[config.mk]
export PLATFORM = sky130hd
export DESIGN_NAME = mult_div_ctrl_flat
export DESIGN_NICKNAME = d
export VERILOG_FILES = /design/src/rtl/mult_div_ctrl_if.sv /design/src/rtl/mult_div_ctrl.sv /design/src/flat_wrapper.sv
export SDC_FILE = /design/constraint.sdc
export NUM_CORES = 1
export LEC_CHECK = 0
export ABC_AREA = 1
export CAP_MARGIN = 20
export CORE_ASPECT_RATIO = 1.5
export CORE_MARGIN = 2
export CORE_UTILIZATION = 45
export CTS_CLUSTER_DIAMETER = 120
export DETAILED_ROUTE_END_ITERATION = 7
export HOLD_SLACK_MARGIN = 0.03
export PLACE_DENSITY = 0.69
export SLEW_MARGIN = 10
export SYNTH_ARGS = -nofsm -noshare
export SYNTH_HDL_FRONTEND = slang
export SYNTH_SLANG_ARGS = --single-unit
[constraint.sdc]
create_clock -name clk -period 6.1 [get_ports clk]
set_input_delay 0.61 -clock clk [delete_from_list [all_inputs] [get_ports clk]]
set_output_delay 0.61 -clock clk [all_outputs]
set_load 0.01 [all_outputs]
[src/rtl/mult_div_ctrl_if.sv]
// mult_div_ctrl_if: EX-stage to multiply/divide unit handshake and HI/LO result bus.
interface mult_div_ctrl_if;
    logic        Start;
    logic [2:0]  MDOp;
    logic [31:0] A;
    logic [31:0] B;
    logic        Flush;
    logic        Busy;
    logic [31:0] HI;
    logic [31:0] LO;
    modport master (output Start, MDOp, A, B, Flush, input Busy, HI, LO);
    modport slave  (input Start, MDOp, A, B, Flush, output Busy, HI, LO);
endinterface

[src/rtl/mult_div_ctrl.sv]
// mult_div_ctrl: iterative 32-bit MIPS multiply/divide unit owning the HI/LO registers.
module mult_div_ctrl (
    input logic            clk,
    input logic            rst_n,
    mult_div_ctrl_if.slave md
);
    typedef enum logic [1:0] {IDLE, ITER, FIX} state_t;
    state_t      state;
    logic [5:0]  cnt;
    logic [31:0] mb;
    logic [63:0] p;
    logic        is_div, sa, sb;
    logic        op_signed, op_md, op_div, sgn_a, sgn_b, ge;
    logic [31:0] mag_a, mag_b, sub, q_fix, r_fix;
    logic [32:0] msum;
    logic [63:0] p_nxt, prod_fix;
    // p holds {hi_acc, multiplier} for multiply and {remainder, quotient} for divide
    always_comb begin
        op_signed = md.MDOp == 3'd1 || md.MDOp == 3'd3;
        op_md     = md.MDOp >= 3'd1 && md.MDOp <= 3'd4;
        op_div    = md.MDOp == 3'd3 || md.MDOp == 3'd4;
        sgn_a     = op_signed & md.A[31];
        sgn_b     = op_signed & md.B[31];
        mag_a     = sgn_a ? -md.A : md.A;
        mag_b     = sgn_b ? -md.B : md.B;
        msum      = {1'b0, p[63:32]} + (p[0] ? {1'b0, mb} : 33'd0);
        ge        = p[63:31] >= {1'b0, mb};
        sub       = p[62:31] - mb;
        p_nxt     = is_div ? (ge ? {sub, p[30:0], 1'b1} : {p[62:0], 1'b0}) : {msum, p[31:1]};
        prod_fix  = (sa ^ sb) ? -p : p;
        q_fix     = (mb == 32'd0) ? 32'hFFFF_FFFF : ((sa ^ sb) ? -p[31:0] : p[31:0]);
        r_fix     = sa ? -p[63:32] : p[63:32];
    end
    always_ff @(posedge clk or negedge rst_n) begin
        if (!rst_n) begin
            state   <= IDLE;
            cnt     <= '0;
            mb      <= '0;
            p       <= '0;
            is_div  <= 1'b0;
            sa      <= 1'b0;
            sb      <= 1'b0;
            md.Busy <= 1'b0;
            md.HI   <= '0;
            md.LO   <= '0;
        end else begin
            case (state)
                IDLE: if (md.Start && !md.Flush) begin
                    if (op_md) begin
                        mb      <= mag_b;
                        p       <= {32'd0, mag_a};
                        is_div  <= op_div;
                        sa      <= sgn_a;
                        sb      <= sgn_b;
                        cnt     <= '0;
                        md.Busy <= 1'b1;
                        state   <= ITER;
                    end
                    if (md.MDOp == 3'd5) md.HI <= md.A;
                    if (md.MDOp == 3'd6) md.LO <= md.A;
                end
                ITER: if (md.Flush) begin
                    md.Busy <= 1'b0;
                    state   <= IDLE;
                end else begin
                    p   <= p_nxt;
                    cnt <= cnt + 6'd1;
                    if (cnt == 6'd31) state <= FIX;
                end
                FIX: begin
                    if (!md.Flush) begin
                        md.HI <= is_div ? r_fix : prod_fix[63:32];
                        md.LO <= is_div ? q_fix : prod_fix[31:0];
                    end
                    md.Busy <= 1'b0;
                    state   <= IDLE;
                end
                default: state <= IDLE;
            endcase
        end
    end
endmodule

[src/flat_wrapper.sv]
// flat-port wrapper written by rule: the top's interface ports become plain ports
module mult_div_ctrl_flat 
  (clk, rst_n, md_Start, md_MDOp, md_A, md_B, md_Flush, md_Busy, md_HI, md_LO);
  mult_div_ctrl_if md_i ();
  input logic clk;
  input logic rst_n;
  input wire logic [$bits(md_i.Start)-1:0] md_Start;
  input wire logic [$bits(md_i.MDOp)-1:0] md_MDOp;
  input wire logic [$bits(md_i.A)-1:0] md_A;
  input wire logic [$bits(md_i.B)-1:0] md_B;
  input wire logic [$bits(md_i.Flush)-1:0] md_Flush;
  output wire logic [$bits(md_i.Busy)-1:0] md_Busy;
  output wire logic [$bits(md_i.HI)-1:0] md_HI;
  output wire logic [$bits(md_i.LO)-1:0] md_LO;
  assign md_i.Start = md_Start;
  assign md_i.MDOp = md_MDOp;
  assign md_i.A = md_A;
  assign md_i.B = md_B;
  assign md_i.Flush = md_Flush;
  assign md_Busy = md_i.Busy;
  assign md_HI = md_i.HI;
  assign md_LO = md_i.LO;
  mult_div_ctrl u_core (.clk(clk), .rst_n(rst_n), .md(md_i));
endmodule
==> impl_metrics.toml <==
[finish]
area_delta_synth_final_pct = 12.9
drive_gt1_frac = 0.0453
nNetsFinal = 3271

[logic_synthesis]
synth_nets = 3192
ys_seq_area_frac = 0.242
synth_top_area_frac = 0.242
async_reset_ff_frac = 1.00
synth_area_leader_cell = "dfrtp_1"
synth_cells = 3046
synthFlopType = "dfrtp_1"
ys_warn_count = 0
syn_avg_cell_area_sq_um = 5.84
synthTopCellsByArea = "dfrtp_1 (24%), nand2_1 (19%), nor2_1 (8.9%)"
synth_cell_types = 52
synth_seq_cells = 172
synth.cell_area_sq_um = 17800
synth_edf_count = 0

[critical_path]
regToRegStartpoint = "u_core.state[1]"
crit_start = "u_core.state[1]"
crit_type = "flop to flop"
worst-endpoint-arrival_ns = 4.76
required_ns = 6.51
critPathMaxFanout = 46
start_kind = "flop"
crit_path_end_kind = "flop"
worst-r2r-cell-count = 10

[timing]
fin_crit_sh = 0.713
maxSlewViolCount = 0
fin_tns_setup_ns = 0
slew_headroom = 0.179
setup_violations = 0
rsz0062_at_grt = "false"
max_freq_ghz = 0.230
period_needed_ns = 4.35
clock_skew_ns = 0.0175
hold_viol = 0
worstMarginPinSlew_ns = 1.22

[clock_tree]
cts_max_level = 4
cts_buffers = 17
cts-root-buf = "clkbuf_16"
cts_resized = 0
cts_tree = "done"
clk_pin_slew_worst_paths_ns = 0.08
cts_setup_buffers = 0
clk_latency_ns = 0.48
ctsHoldBuffers = 0
clockBufferDepth = 2
cts.sinks = 172

[floorplanning]
dieArea_sq_um = 41200
die_w_um = 166
io_pins = 136
rows = 89
fp.dieH_um = 247
fp.coreArea_sq_um = 39200
start_util = 0.454

[pwr]
p_switching_mw = 7.12
p_leak_nw = 10.2
ir_drop_v = 0.000237
power_frac_comb = 0.700
p_clk_frac = 0.100
p_int_mw = 4.84
power_density_nw_per_um2 = 596
swShare = 0.595
power_mw = 12.0
seqPwrFrac = 0.200

[min_path]
hp-class = "primary input to async pin"

[detailed_routing]
ant_nets = 0
vias = 21100
wl_met3_um = 5250
wire_per_inst_um = 23.4
wl_um = 85300
dr.pass1.iters = 8
wirelength_met1_um = 27200
drc = 1
drt-initial-drc-count = 1895
via_per_inst = 5.81
route.met2.wl_um = 42300
routed.top_layer = "met4"

[grt]
first_global_vias = 20900
grt_pass1_wl_um = 126000
grt_max_degree = 95
antenna_found_initial = 1
track_usage = 0.411
gr-total-overflow = 0

[placement]
dp_hpwl_um = 67700
gp_congestion = 1.08
portBuffers = 135

[run_status]
violations = "DRC"
outcome = "complete, but fails checks"

[flow_run]
maxCapViolations = 0
kinds of logic after synthesis:
kind of cell,synth area share
simple gates,0.419
buf+inv,0.112
compound gates,0.150
flops,0.242
fa+ha+maj,0.0536
xor+xnor,0.0231
routing by layer:
metal | GRT usage | vias up
met5 | 0 | -
met4 | 0.431 | 0
met3 | 0.0710 | 390
met2 | 0.745 | 1074
met1 | 0.378 | 9691
li1 | - | 9971
synthesized netlist by cell type, types with 27 or more instances:
cell type  count
nand2_1      878
nor2_1       424
inv_1        395
nand3_1      292
o21ai_0      213
a21oi_1      192
dfrtp_1      172
ha_1          73
nand4_1       51
clkbuf_1      46
xor2_1        32
buf_2         30
nor3_1        27
power by group through the flow:
stage	clock network, mW	registers, mW	logic (mW)
6_report	1.20	2.39	8.37
3_3_place_gp	0	2.36	8.07
3_5_place_dp	0	2.37	8.13
4_1_cts	1.20	2.35	8.16
5_1_grt	1.24	2.44	9.14
2_1_floorplan	0	2.17	5.36
cell usage in the layout, fill, tap and decap left out, drive strengths merged, types with 51 or more instances in the layout:
cell           netlist  final
dfrtp              172    172
clkdlybuf4s50        0    134
inv                408    416
a21oi              195    195
nand3              302    302
nor2               447    447
o21ai              234    234
ha                  73     73
nand4               51     51
nand2              895    895
worst max-delay path: stages, from the launching register on:
cell and delay [ns]:
dfrtp_1 0.42, inv_1 0.09, ha_1 0.48, inv_2 0.82, nor2_1 0.20, nand2_2 0.44
nand2_4 0.35, inv_2 0.70, buf_4 0.54, nand2_1 0.10, nand2_1 0.10
registers in the layout, indices dropped and copies added, names as in the netlist:
| register | count |
|---|---|
| u_core.md.HI | 32 |
| u_core.cnt | 6 |
| u_core.is_div | 1 |
| u_core.p | 64 |
| u_core.sb | 1 |
| u_core.sa | 1 |
| u_core.mb | 32 |
| u_core.state | 2 |
| u_core.md.LO | 32 |
| u_core.md.Busy | 1 |
layout make-up:
| type | instances | area, sq um |
|---|---|---|
| Clock inverter | 15 | 188 |
| Antenna cell | 1 | 2.50 |
| Multi-Input combinational cell | 2370 | 11500 |
| Clock buffer | 17 | 425 |
| Timing Repair Buffer | 153 | 1500 |
| Fill cell | 4196 | 19100 |
| Inverter | 411 | 1550 |
| Sequential cell | 172 | 4310 |
| Tap cell | 500 | 626 |
worst paths after layout:
| check | to | slack (ns) |
|---|---|---|
| max | u_core.p[49] | 1.75 |
| min | u_core.md.LO[9] | 0.16 |
| max reg2reg | u_core.p[49] | 1.75 |
| min reg2reg | u_core.md.LO[14] | 0.49 |
| max in group asynchronous | u_core.is_div | 4.83 |
| min in group clk | u_core.md.LO[14] | 0.49 |
per-stage QoR:
stage	hold WS, ns	instances	cell area, sq um	utilization	setup WS (ns)
2_1_floorplan	0.314	3046	17800	-	3.69
3_3_place_gp	0.454	3605	19500	0.496	2.06
3_5_place_dp	0.459	3605	19500	0.496	1.95
4_1_cts	0.201	3637	20100	0.512	1.92
5_1_grt	0.224	3639	20100	0.512	1.58
6_report	0.161	3639	20100	0.512	1.75
Power figures use the tool's default switching activity.
